[src/rtl/gpioemu_pkg.sv]
// Shared constants and types for the gpioemu job sequencer.
// Register map of the multiply/popcount peripheral plus FSM and bus-phase encodings.
package gpioemu_pkg;

    localparam logic [15:0] ADDR_A1   = 16'h0380;
    localparam logic [15:0] ADDR_A2   = 16'h0388;
    localparam logic [15:0] ADDR_W    = 16'h0390;
    localparam logic [15:0] ADDR_L    = 16'h0398;
    localparam logic [15:0] ADDR_CTRL = 16'h03A0;

    localparam logic [1:0] STAT_DONE = 2'b11;

    localparam int OP_DW = 48;

    typedef enum logic [2:0] {
        S_IDLE,
        S_WR_A1,
        S_WR_A2,
        S_WR_GO,
        S_POLL,
        S_RD_W,
        S_RD_L,
        S_EMIT
    } seq_state_t;

    typedef enum logic [1:0] {
        PH_SETUP,
        PH_STROBE,
        PH_HOLD
    } bus_phase_t;

endpackage

[src/rtl/gpioemu_job_seq_if.sv]
// Operand stream, result stream and peripheral register bus of the job sequencer.
// slave = sequencer side, master = feeder/consumer/peripheral side.
interface gpioemu_job_seq_if;

    logic        op_valid;
    logic        op_ready;
    logic [23:0] op_a1;
    logic [23:0] op_a2;

    logic        res_valid;
    logic        res_ready;
    logic [31:0] res_w;
    logic [5:0]  res_l;
    logic        res_err;

    logic [15:0] saddress;
    logic        swr;
    logic        srd;
    logic [31:0] sdata_out;
    logic [31:0] sdata_in;

    modport slave (
        input  op_valid, op_a1, op_a2, res_ready, sdata_in,
        output op_ready, res_valid, res_w, res_l, res_err,
        output saddress, swr, srd, sdata_out
    );

    modport master (
        output op_valid, op_a1, op_a2, res_ready, sdata_in,
        input  op_ready, res_valid, res_w, res_l, res_err,
        input  saddress, swr, srd, sdata_out
    );

endinterface

[src/rtl/gpioemu_seq_fifo.sv]
// Operand-pair FIFO: DEPTH entries (power of two), synchronous flush on reset.
// No bypass: a push is refused while full even if a pop happens in the same cycle.
module gpioemu_seq_fifo
    import gpioemu_pkg::*;
#(
    parameter int DEPTH = 4
) (
    input  logic             clk,
    input  logic             reset,
    input  logic             i_push,
    input  logic [OP_DW-1:0] i_data,
    input  logic             i_pop,
    output logic [OP_DW-1:0] o_data,
    output logic             o_full,
    output logic             o_empty
);

    localparam int AW = $clog2(DEPTH);

    logic [OP_DW-1:0] r_mem [DEPTH];
    logic [AW:0]      r_wp;
    logic [AW:0]      r_rp;
    logic             w_wr;
    logic             w_rd;

    assign o_full  = (r_wp[AW] != r_rp[AW]) &&
                     (r_wp[AW-1:0] == r_rp[AW-1:0]);
    assign o_empty = (r_wp == r_rp);
    assign w_wr    = i_push && !o_full;
    assign w_rd    = i_pop && !o_empty;
    assign o_data  = r_mem[r_rp[AW-1:0]];

    always_ff @(posedge clk) begin
        if (reset) begin
            r_wp <= '0;
            r_rp <= '0;
        end else begin
            if (w_wr) r_wp <= r_wp + 1'b1;
            if (w_rd) r_rp <= r_rp + 1'b1;
        end
    end

    always_ff @(posedge clk) begin
        if (w_wr) r_mem[r_wp[AW-1:0]] <= i_data;
    end

endmodule

[src/rtl/gpioemu_job_seq.sv]
// Sequencer: buffers operand pairs and runs each job over the peripheral register bus.
// Define GPIOEMU_SEQ_TIMEOUT_EN to give up after POLL_LIMIT failed status polls.
module gpioemu_job_seq
    import gpioemu_pkg::*;
#(
    parameter int DEPTH      = 4,
    parameter int POLL_LIMIT = 255
) (
    input  logic             clk,
    input  logic             reset,
    gpioemu_job_seq_if.slave s_if,
    output logic             busy,
    output logic [15:0]      job_count
);

    if (DEPTH < 2 || (DEPTH & (DEPTH - 1)) != 0 || POLL_LIMIT < 1) begin : g_bad_cfg
        $error("gpioemu_job_seq: DEPTH must be a power of two >= 2, POLL_LIMIT >= 1");
    end

    seq_state_t  r_state;
    bus_phase_t  r_ph;
    logic [23:0] r_a2;
    logic [15:0] r_saddr;
    logic [31:0] r_sdo;
    logic        r_swr;
    logic        r_srd;
    logic        r_rv;
    logic [31:0] r_w;
    logic [5:0]  r_l;
    logic [15:0] r_cnt;

    logic             w_full;
    logic             w_empty;
    logic             w_pop;
    logic [OP_DW-1:0] w_head;
    logic             w_wr;
    logic             w_done;

`ifdef GPIOEMU_SEQ_TIMEOUT_EN
    localparam int PCW = $clog2(POLL_LIMIT + 1);
    logic [PCW-1:0] r_poll;
    logic           r_err;
    assign s_if.res_err = r_err;
`else
    assign s_if.res_err = 1'b0;
`endif

    assign w_pop  = (r_state == S_IDLE) && !w_empty;
    assign w_wr   = (r_state == S_WR_A1) || (r_state == S_WR_A2) ||
                    (r_state == S_WR_GO);
    assign w_done = (s_if.sdata_in[1:0] == STAT_DONE);

    gpioemu_seq_fifo #(.DEPTH(DEPTH)) u_fifo (
        .clk     (clk),
        .reset   (reset),
        .i_push  (s_if.op_valid),
        .i_data  ({s_if.op_a1, s_if.op_a2}),
        .i_pop   (w_pop),
        .o_data  (w_head),
        .o_full  (w_full),
        .o_empty (w_empty)
    );

    // Entering a bus state drives its SETUP; the end of HOLD samples and moves on.
    always_ff @(posedge clk) begin
        if (reset) begin
            r_state <= S_IDLE;
            r_ph    <= PH_SETUP;
            r_a2    <= '0;
            r_saddr <= '0;
            r_sdo   <= '0;
            r_swr   <= 1'b0;
            r_srd   <= 1'b0;
            r_rv    <= 1'b0;
            r_w     <= '0;
            r_l     <= '0;
            r_cnt   <= '0;
`ifdef GPIOEMU_SEQ_TIMEOUT_EN
            r_poll  <= '0;
            r_err   <= 1'b0;
`endif
        end else begin
            unique case (r_state)
                S_IDLE: begin
                    if (!w_empty) begin
                        r_state <= S_WR_A1;
                        r_ph    <= PH_SETUP;
                        r_a2    <= w_head[23:0];
                        r_saddr <= ADDR_A1;
                        r_sdo   <= {8'd0, w_head[47:24]};
                    end
                end
                S_EMIT: begin
                    if (s_if.res_ready) begin
                        r_rv    <= 1'b0;
                        r_cnt   <= r_cnt + 16'd1;
                        r_state <= S_IDLE;
                    end
                end
                default: begin
                    case (r_ph)
                        PH_SETUP: begin
                            r_swr <= w_wr;
                            r_srd <= !w_wr;
                            r_ph  <= PH_STROBE;
                        end
                        PH_STROBE: begin
                            r_swr <= 1'b0;
                            r_srd <= 1'b0;
                            r_ph  <= PH_HOLD;
                        end
                        default: begin
                            r_ph <= PH_SETUP;
                            case (r_state)
                                S_WR_A1: begin
                                    r_state <= S_WR_A2;
                                    r_saddr <= ADDR_A2;
                                    r_sdo   <= {8'd0, r_a2};
                                end
                                S_WR_A2: begin
                                    r_state <= S_WR_GO;
                                    r_saddr <= ADDR_CTRL;
                                    r_sdo   <= 32'd1;
                                end
                                S_WR_GO: begin
                                    r_state <= S_POLL;
                                    r_saddr <= ADDR_CTRL;
                                    r_sdo   <= '0;
`ifdef GPIOEMU_SEQ_TIMEOUT_EN
                                    r_poll  <= '0;
`endif
                                end
                                S_POLL: begin
                                    if (w_done) begin
                                        r_state <= S_RD_W;
                                        r_saddr <= ADDR_W;
                                    end
`ifdef GPIOEMU_SEQ_TIMEOUT_EN
                                    else if (r_poll == PCW'(POLL_LIMIT - 1)) begin
                                        r_state <= S_EMIT;
                                        r_rv    <= 1'b1;
                                        r_w     <= '0;
                                        r_l     <= '0;
                                        r_err   <= 1'b1;
                                    end else begin
                                        r_poll <= r_poll + 1'b1;
                                    end
`endif
                                end
                                S_RD_W: begin
                                    r_w     <= s_if.sdata_in;
                                    r_state <= S_RD_L;
                                    r_saddr <= ADDR_L;
                                end
                                S_RD_L: begin
                                    r_l     <= s_if.sdata_in[5:0];
                                    r_rv    <= 1'b1;
                                    r_state <= S_EMIT;
`ifdef GPIOEMU_SEQ_TIMEOUT_EN
                                    r_err   <= 1'b0;
`endif
                                end
                                default: r_state <= S_IDLE;
                            endcase
                        end
                    endcase
                end
            endcase
        end
    end

    assign s_if.op_ready  = !w_full;
    assign s_if.res_valid = r_rv;
    assign s_if.res_w     = r_w;
    assign s_if.res_l     = r_l;
    assign s_if.saddress  = r_saddr;
    assign s_if.swr       = r_swr;
    assign s_if.srd       = r_srd;
    assign s_if.sdata_out = r_sdo;
    assign busy           = (r_state != S_IDLE);
    assign job_count      = r_cnt;

endmodule

[src/flat_wrapper.sv]
// flat-port wrapper written by rule: the top's interface ports become plain ports
module gpioemu_job_seq_flat import gpioemu_pkg::*;
#(
    parameter int DEPTH      = 4,
    parameter int POLL_LIMIT = 255
)
  (clk, reset, busy, job_count, s_if_op_valid, s_if_op_a1, s_if_op_a2, s_if_res_ready, s_if_sdata_in, s_if_op_ready, s_if_res_valid, s_if_res_w, s_if_res_l, s_if_res_err, s_if_saddress, s_if_swr, s_if_srd, s_if_sdata_out);
  gpioemu_job_seq_if s_if_i ();
  input  logic clk;
  input  logic reset;
  output logic busy;
  output logic [15:0] job_count;
  input wire logic [$bits(s_if_i.op_valid)-1:0] s_if_op_valid;
  input wire logic [$bits(s_if_i.op_a1)-1:0] s_if_op_a1;
  input wire logic [$bits(s_if_i.op_a2)-1:0] s_if_op_a2;
  input wire logic [$bits(s_if_i.res_ready)-1:0] s_if_res_ready;
  input wire logic [$bits(s_if_i.sdata_in)-1:0] s_if_sdata_in;
  output wire logic [$bits(s_if_i.op_ready)-1:0] s_if_op_ready;
  output wire logic [$bits(s_if_i.res_valid)-1:0] s_if_res_valid;
  output wire logic [$bits(s_if_i.res_w)-1:0] s_if_res_w;
  output wire logic [$bits(s_if_i.res_l)-1:0] s_if_res_l;
  output wire logic [$bits(s_if_i.res_err)-1:0] s_if_res_err;
  output wire logic [$bits(s_if_i.saddress)-1:0] s_if_saddress;
  output wire logic [$bits(s_if_i.swr)-1:0] s_if_swr;
  output wire logic [$bits(s_if_i.srd)-1:0] s_if_srd;
  output wire logic [$bits(s_if_i.sdata_out)-1:0] s_if_sdata_out;
  assign s_if_i.op_valid = s_if_op_valid;
  assign s_if_i.op_a1 = s_if_op_a1;
  assign s_if_i.op_a2 = s_if_op_a2;
  assign s_if_i.res_ready = s_if_res_ready;
  assign s_if_i.sdata_in = s_if_sdata_in;
  assign s_if_op_ready = s_if_i.op_ready;
  assign s_if_res_valid = s_if_i.res_valid;
  assign s_if_res_w = s_if_i.res_w;
  assign s_if_res_l = s_if_i.res_l;
  assign s_if_res_err = s_if_i.res_err;
  assign s_if_saddress = s_if_i.saddress;
  assign s_if_swr = s_if_i.swr;
  assign s_if_srd = s_if_i.srd;
  assign s_if_sdata_out = s_if_i.sdata_out;
  gpioemu_job_seq #(.DEPTH(DEPTH), .POLL_LIMIT(POLL_LIMIT)) u_core (.clk(clk), .reset(reset), .s_if(s_if_i), .busy(busy), .job_count(job_count));
endmodule
[config.mk]
export PLATFORM = sky130hd
export DESIGN_NAME = gpioemu_job_seq_flat
export DESIGN_NICKNAME = d
export VERILOG_FILES = /design/src/rtl/gpioemu_pkg.sv /design/src/rtl/gpioemu_job_seq_if.sv /design/src/rtl/gpioemu_seq_fifo.sv /design/src/rtl/gpioemu_job_seq.sv /design/src/flat_wrapper.sv
export SDC_FILE = /design/constraint.sdc
export NUM_CORES = 1
export LEC_CHECK = 0
export BUFFER_PORTS_ARGS = -buffer_cell sky130_fd_sc_hd__buf_2
export CORE_MARGIN = 2
export CORE_UTILIZATION = 39
export CTS_CLUSTER_SIZE = 12
export DETAILED_ROUTE_END_ITERATION = 6
export SETUP_SLACK_MARGIN = 0.1
export SLEW_MARGIN = 20
export SYNTH_ARGS = -nofsm -noshare
export SYNTH_HDL_FRONTEND = slang
export SYNTH_SLANG_ARGS = --single-unit
[constraint.sdc]
create_clock -name clk -period 2.7 [get_ports clk]
set_clock_uncertainty 0.15 [all_clocks]
set_input_delay 0.27 -clock clk [delete_from_list [all_inputs] [get_ports clk]]
set_output_delay 0.27 -clock clk [all_outputs]
set_load 0.03 [all_outputs]
==> impl_metrics.json, run 1 <==
{
  "relSlewSlack": 0.370,
  "cts_buffer_depth": 3,
  "wl_met1_um": 12000,
  "cp-end-kind": "flip-flop",
  "dp_hpwl_um": 16700,
  "p_switching_mw": 4.15,
  "ys_warn_count": 0,
  "die_h_um": 180,
  "initial_core_util": 0.395,
  "netlist_instances": 875,
  "grt_max_degree": 47,
  "dr_wl_met3_um": 1630,
  "drive_above_1_share": 0.273,
  "grt_pass1_wl_um": 41900,
  "path_clk_slew_ns": 0.06,
  "p_leak_nw": 5.66,
  "synth_async_sr_flop_share": 0,
  "finalNetCount": 1226,
  "finalCriticalPeriod_ns": 2.41,
  "r2r_slack_ns": 0.29,
  "drt-initial-drc-count": 423,
  "place.gp.congestion": 0.755,
  "path_class": "reg2reg",
  "combPwrFrac": 0.239,
  "top_layer": "met4",
  "wl_met2_um": 12600,
  "syn_to_final_growth_pct": 27.3,
  "final.setup.tns_ns": 0,
  "synth_ff_type": "edfxtp_1",
  "path_max_fanout": 22,
  "path_cells": "nor2b_1, or2_1, a22oi_1, a211oi_1",
  "htree_levels": 2,
  "grt_remaining_overflow": 0,
  "slew_violations": 0,
  "wl_per_cell_um": 17.1,
  "p_seq_frac": 0.434,
  "peakVddDrop_uv": 508,
  "drc": 0,
  "dieArea_um2": 32300,
  "swShare": 0.303,
  "cts_num_sinks": 314,
  "outcome": "complete, no violations",
  "die_x_um": 180,
  "worstSkewPairLatency_ns": 0.52,
  "antenna_found_initial": 1,
  "fin_crit_sh": 0.893,
  "start_kind": "flip-flop",
  "wirelength_um": 26700,
  "cts_inserted_buffers": 35,
  "required_ns": 2.96,
  "vias": 7799,
  "slowest_delay_ns": 0.76,
  "critPathArrivalTime_ns": 2.67,
  "pwr-share-clk": 0.327,
  "clock.fmax_mhz": 415,
  "worst_slew_pin_slew_ns": 0.945,
  "setup_viol": 0,
  "firstDrtPassIters": 5,
  "ys_seq_area_frac": 0.681,
  "maxCapViolCount": 0,
  "ant_nets": 0,
  "crit_slowest_cell": "or2_1",
  "hold_class": "in2reg",
  "power_density_nw_per_um2": 892,
  "rsz0062_at_grt": "false",
  "p_int_mw": 9.54,
  "p_total_mw": 13.7,
  "grt_pass1_vias": 7608,
  "grtUsageTotal": 0.162,
  "avgViaCountPerCell": 5.00,
  "io_pins": 192,
  "cts_root_buf": "clkbuf_16",
  "portBuffers": 172,
  "ys_ff_latch": 314,
  "synth_area_per_cell_um2": 13.8,
  "synthDistinctLibCells": 52,
  "cts_tree": "done",
  "rows": 64,
  "hold_viol": 0,
  "synthesis.area_um2": 12100,
  "fillCellCount": 2643,
  "synth-edff-count": 192,
  "final_util": 0.503,
  "core_um2": 30500
}
-- stage by stage --
step | cell area, µm² | cells | setup WS, ns | hold WS [ns]
6_report | 15300 | 1559 | 0.289 | 0.0694
5_1_grt | 15300 | 1558 | 0.121 | 0.0847
4_1_cts | 15300 | 1558 | 0.257 | 0.0591
3_5_place_dp | 13500 | 1414 | 0.389 | 0.294
3_3_place_gp | 13500 | 1414 | 0.403 | 0.289
2_1_floorplan | 12100 | 893 | 0.442 | 0.219
-- power groups by stage --
stage	combinational, mW	clock, mW	sequential [mW]
after floorplan	2.07	0	6.15
after global placement	3.20	0	6.04
after detailed placement	3.23	0	6.05
after CTS	3.33	4.61	5.96
after global routing	3.57	4.80	6.00
final	3.27	4.47	5.94
-- logic make-up after synthesis --
kind of cell / Yosys count / share of synthesized area
other: 1 / 0.000311
AO/OA/AOI/OAI: 171 / 0.0861
XOR/XNOR: 16 / 0.0116
multiplexers: 59 / 0.0991
flip-flops: 314 / 0.681
buffers and inverters: 86 / 0.0349
adder cells (fa/ha/maj): 6 / 0.00622
AND/OR/NAND/NOR: 222 / 0.0812
-- layout make-up --
type | count | area (µm²) | area share
antenna | 1 | 2.50 | 0.000163
clock buffer | 51 | 967 | 0.0630
clock inverter | 12 | 118 | 0.00766
tap | 396 | 495 | 0.0323
inverter | 8 | 30.0 | 0.00196
sequential | 314 | 8210 | 0.535
timing repair buffer | 284 | 1980 | 0.129
multi-input combinational | 493 | 3540 | 0.231
-- layout by cell type (no fill, tap or decap), types with 5 or more instances in the layout --
cell type / n
edfxtp_1: 192
buf_2: 171
nand2_1: 130
dfxtp_1: 120
a21oi_1: 94
dlygate4sd3_1: 81
mux4_2: 48
clkbuf_16: 35
nor2_1: 33
buf_4: 26
a22oi_1: 24
a211oi_1: 22
conb_1: 19
nand3_1: 14
clkbuf_1: 12
xnor2_1: 11
o21ai_0: 9
mux2i_1: 8
inv_1: 7
nor4_1: 6
or4_1: 6
ha_1: 6
buf_12: 6
xor2_1: 5
nor3_1: 5
o31ai_1: 5
-- critical path: cells and delay by family (launching register included) --
kind            cells  cell delay, ns
flops               1            0.59
compound gates      2            0.53
simple gates        2            1.03
-- routing by layer --
layer / track usage / up-vias
li1: - / 3757
met1: 0.218 / 3770
met2: 0.271 / 240
met3: 0.0346 / 32
met4: 0.0384 / 0
met5: 0 / -
-- Yosys cell counts (6+ instances only) --
| library cell | number | area [µm²] |
|---|---|---|
| mux4_2 | 48 | 1080 |
| nand2_1 | 130 | 488 |
| inv_1 | 7 | 26.3 |
| a21oi_1 | 95 | 475 |
| nor4_1 | 6 | 37.5 |
| or4_1 | 6 | 45.0 |
| edfxtp_1 | 192 | 5770 |
| nand3_1 | 14 | 70.1 |
| a211oi_1 | 22 | 165 |
| o21ai_0 | 9 | 45.0 |
| clkbuf_1 | 44 | 165 |
| dfxtp_1 | 122 | 2440 |
| xnor2_1 | 11 | 96.3 |
| buf_4 | 23 | 173 |
| buf_2 | 8 | 40.0 |
| a22oi_1 | 24 | 180 |
| mux2i_1 | 8 | 80.1 |
| ha_1 | 6 | 75.1 |
| nor2_1 | 34 | 128 |
-- sequential cells by signal (all words and copies together) (netlist names), named ones only --
register and cells:
u_core.s_if.res_l 6, u_core.job_count 16, u_core.s_if.saddress 4, u_core.s_if.srd 1
u_core.r_state 3, u_core.s_if.swr 1, u_core.u_fifo.r_wp 3, u_core.u_fifo.r_rp 3
u_core.u_fifo.r_mem 192, u_core.s_if.res_w 32, u_core.r_a2 24, u_core.s_if.res_valid 1
u_core.s_if.sdata_out 24, u_core.r_ph 2
-- what timing repair did --
action	CTS	global route
gates resized for setup	0	0
endpoints found under the hold margin	232	0
setup buffers	0	0
hold buffers	81	0
-- final timing paths --
path,start,end,cells past startpoint
max,u_core.r_state[0]$_SDFFE_PP0P_,u_core.s_if.sdata_out[9]$_SDFFE_PP0P_,4
min,reset,u_core.r_state[1]$_SDFFE_PP0P_,2
max reg2reg,u_core.r_state[0]$_SDFFE_PP0P_,u_core.s_if.sdata_out[9]$_SDFFE_PP0P_,4
min reg2reg,u_core.s_if.res_w[12]$_SDFFE_PP0P_,u_core.s_if.res_w[12]$_SDFFE_PP0P_,2
Power figures use the tool's default switching activity.
==> run 2, diff against run 1 <==
- ABC_AREA: unset -> 1
- CORE_UTILIZATION: 39 -> 40
==> run 2 against run 1 <==
  * Sequential cell count unchanged
  * Register-to-register slack improved by 0.13 ns
  * Utilization up 0.84 points
  * Sequential power increased by 1%
  * Non-clock buffer count down 10
  * Cell count rose by 26%
  * Total power grew 12%
  * Clock power grew 1%
  * Critical path type is now reg2out
  * Maximum frequency about the same
==> impl_metrics.json, run 2 <==
{
  "outcome": "complete, no violations",
  "peakVddDrop_uv": 718,
  "htree_levels": 2,
  "fin_crit_sh": 0.894,
  "place.gp.congestion": 0.860,
  "die_x_um": 181,
  "drive_above_1_share": 0.164,
  "synth_commonest_cells": "nor2_1 (306), nand2_1 (254), edfxtp_1 (192)",
  "rows": 64,
  "worstSetupPathDepth": 6,
  "pre_cts_ws_ns": 0.419,
  "largest_reg_flops": 192,
  "synthXorXnorAreaFrac": 0.00210,
  "portBuffers": 172,
  "crit_slowest_cell": "dfxtp_1",
  "cts_num_sinks": 314,
  "dp_hpwl_um": 18000,
  "ys_ff_latch": 314,
  "vias": 9543,
  "clock.fmax_mhz": 414,
  "cts_inserted_buffers": 36,
  "setup_viol": 0,
  "placed_area_um2": 13700,
  "core_um2": 30700,
  "reg2reg_depth": 7,
  "firstDrtPassIters": 7,
  "slew_violations": 0,
  "netlist_instances": 1299,
  "synth_top_cells_by_area": "edfxtp_1 (46%), dfxtp_1 (20%), nor2_1 (9.2%), nand2_1 (7.6%), o21ai_0 (6.0%)",
  "cp-end-kind": "output port",
  "synth_area_per_cell_um2": 9.64,
  "stdcell_count": 1966,
  "finalCriticalPeriod_ns": 2.41,
  "finalNetCount": 1631,
  "dieArea_um2": 32700,
  "power_density_nw_per_um2": 975,
  "required_ns": 2.28,
  "cts_setup_buffers": 0,
  "synth_mux_area_frac": 0,
  "io_pins": 192,
  "stdcell_area_um2": 15700,
  "ys_seq_area_frac": 0.656,
  "synth-simple-area-share": 0.187,
  "avgViaCountPerCell": 4.85,
  "path_clk_slew_ns": 0.05,
  "synth_top_family_by_area": "simple AND/OR/NAND/NOR gates",
  "syn_to_final_growth_pct": 25.3,
  "r2r_slack_ns": 0.42,
  "synthesis.area_um2": 12500,
  "grt_pass1_vias": 9082,
  "ys_warn_count": 0,
  "cts_root_buf": "clkbuf_16",
  "final_util": 0.512,
  "p_total_mw": 15.3,
  "yosysTopAreaCell": "edfxtp_1",
  "endpoint": "busy",
  "path_cells": "inv_2, nand2_2, nor2_2, buf_6, inv_1, buf_2",
  "cp-startpoint": "u_core.r_state[0]$_SDFFE_PP0P_",
  "worst_slew_pin_slew_ns": 0.971,
  "hold_class": "in2reg",
  "synthAdderAreaFrac": 0.00600,
  "setup_ws_ns": 0.287,
  "hold_viol": 0,
  "antenna_found_initial": 2,
  "cts_buffer_depth": 3,
  "worstSkewPairLatency_ns": 0.52,
  "grtUsageTotal": 0.179,
  "grt_max_degree": 97,
  "grt_remaining_overflow": 0,
  "rsz0062_at_grt": "false",
  "path_buf_inv": 4,
  "synth_async_sr_flop_share": 0,
  "layout_common_cells": "nor2_1 (302), nand2_1 (254), edfxtp_1 (192), buf_2 (172), o21ai_0 (150)",
  "ant_nets": 0,
  "synth-compound-area-share": 0.0928,
  "drt-initial-drc-count": 517,
  "initial_core_util": 0.408,
  "wl_per_cell_um": 15.1,
  "start_kind": "flip-flop",
  "p_leak_nw": 6.51,
  "cts_tree": "done",
  "final_common_cell": "nor2_1",
  "synth_most_common_cell": "nor2_1",
  "path_max_fanout": 24,
  "drc": 0,
  "maxCapViolCount": 0,
  "grt_pass1_wl_um": 47100,
  "synth_ff_type": "edfxtp_1",
  "critPathArrivalTime_ns": 1.99,
  "die_h_um": 181,
  "critical_path.top_delay_family": "buffers and inverters",
  "placed_cells": 1817,
  "reg2reg_to": "u_core.u_fifo.r_mem[2][38]$_DFFE_PP_",
  "wirelength_um": 29600,
  "path_class": "reg2out",
  "synthDistinctLibCells": 32,
  "synth-edff-count": 192,
  "relSlewSlack": 0.352,
  "yosysTopAreaCellShare": 0.460,
  "r2r_start": "u_core.u_fifo.r_wp[1]$_SDFFE_PP0N_",
  "slowest_delay_ns": 0.38
}
[run 2: changes by cell type in the layout (fill, tap and decap cells not counted), moves of 8 or more]
cell / change
o22ai_1: +23
o21ai_0: +141
mux4_2: -48
inv_1: +51
a22oi_1: -24
buf_4: -14
nor2_1: +269
mux2i_1: -8
a21oi_1: -42
xnor2_1: -11
a211oi_1: -22
nand2_1: +124
[run 2: metal layers]
metal / wire length, µm / track usage / vias to the layer above
li1: - / - / 4770
met1: 13300 / 0.232 / 4447
met2: 13700 / 0.295 / 266
met3: 1760 / 0.0373 / 58
met4: 877 / 0.0645 / 2
met5: 13 / 0 / -
[run 2: metrics by stage]
stage / hold WS, ns / setup TNS (ns)
finish: 0.0474 / 0
global route: 0.0869 / 0
CTS: 0.0270 / 0
detailed placement: 0.305 / 0
global placement: 0.305 / 0
floorplan: 0.219 / -73.08
[run 2: kinds of logic (layout without fill, tap and decap cells)]
family                   after synthesis  count (layout)
XOR/XNOR                               3               3
adder cells (fa/ha/maj)                6               6
buffers and inverters                150             402
other                                  1              20
AO/OA/AOI/OAI                        226             226
AND/OR/NAND/NOR                      599             599
flip-flops                           314             314
[run 2: report_power, final]
group          total (mW)  switching, mW  internal, mW
registers            6.00          0.314          5.68
logic                4.78           3.31          1.47
clock network        4.52           1.85          2.67
[run 2: worst min path at each step]
| stage | startpoint | to | slack, ns | cells past startpoint |
|---|---|---|---|---|
| 2_1_floorplan | s_if_op_a2[0] | u_core.u_fifo.r_mem[0][0]$_DFFE_PP_ | 0.22 | 0 |
| 3_3_place_gp | u_core.r_a2[18]$_SDFFE_PP0P_ | u_core.r_a2[18]$_SDFFE_PP0P_ | 0.31 | 2 |
| 3_5_place_dp | u_core.s_if.saddress[5]$_SDFFE_PP0P_ | u_core.s_if.saddress[5]$_SDFFE_PP0P_ | 0.31 | 2 |
| 4_1_cts | s_if_res_ready | u_core.job_count[0]$_SDFFE_PP0P_ | 0.03 | 4 |
| 5_1_grt | s_if_res_ready | u_core.job_count[0]$_SDFFE_PP0P_ | 0.09 | 4 |
| 6_report | s_if_res_ready | u_core.job_count[13]$_SDFFE_PP0P_ | 0.05 | 5 |
[run 2: repair_timing]
| item | in CTS | in global routing |
|---|---|---|
| hold endpoints to repair | 238 | 0 |
| gates resized for setup | 0 | 1 |
| hold buffers | 82 | 0 |
| endpoints found under the setup margin | 0 | 1 |
[run 2: final cells by class]
class | count | area, µm²
Antenna cell | 1 | 2.50
Clock buffer | 52 | 991
Clock inverter | 14 | 124
Fill cell | 2763 | 15000
Inverter | 62 | 234
Multi-Input combinational cell | 853 | 3710
Sequential cell | 314 | 8210
Tap cell | 396 | 495
Timing Repair Buffer | 274 | 1920
[run 2: tightest hold or removal path: stages]
cell and delay, ns:
buf_2 0.12, inv_1 0.09, nor2_4 0.07, nand2_1 0.06
a21oi_1 0.05
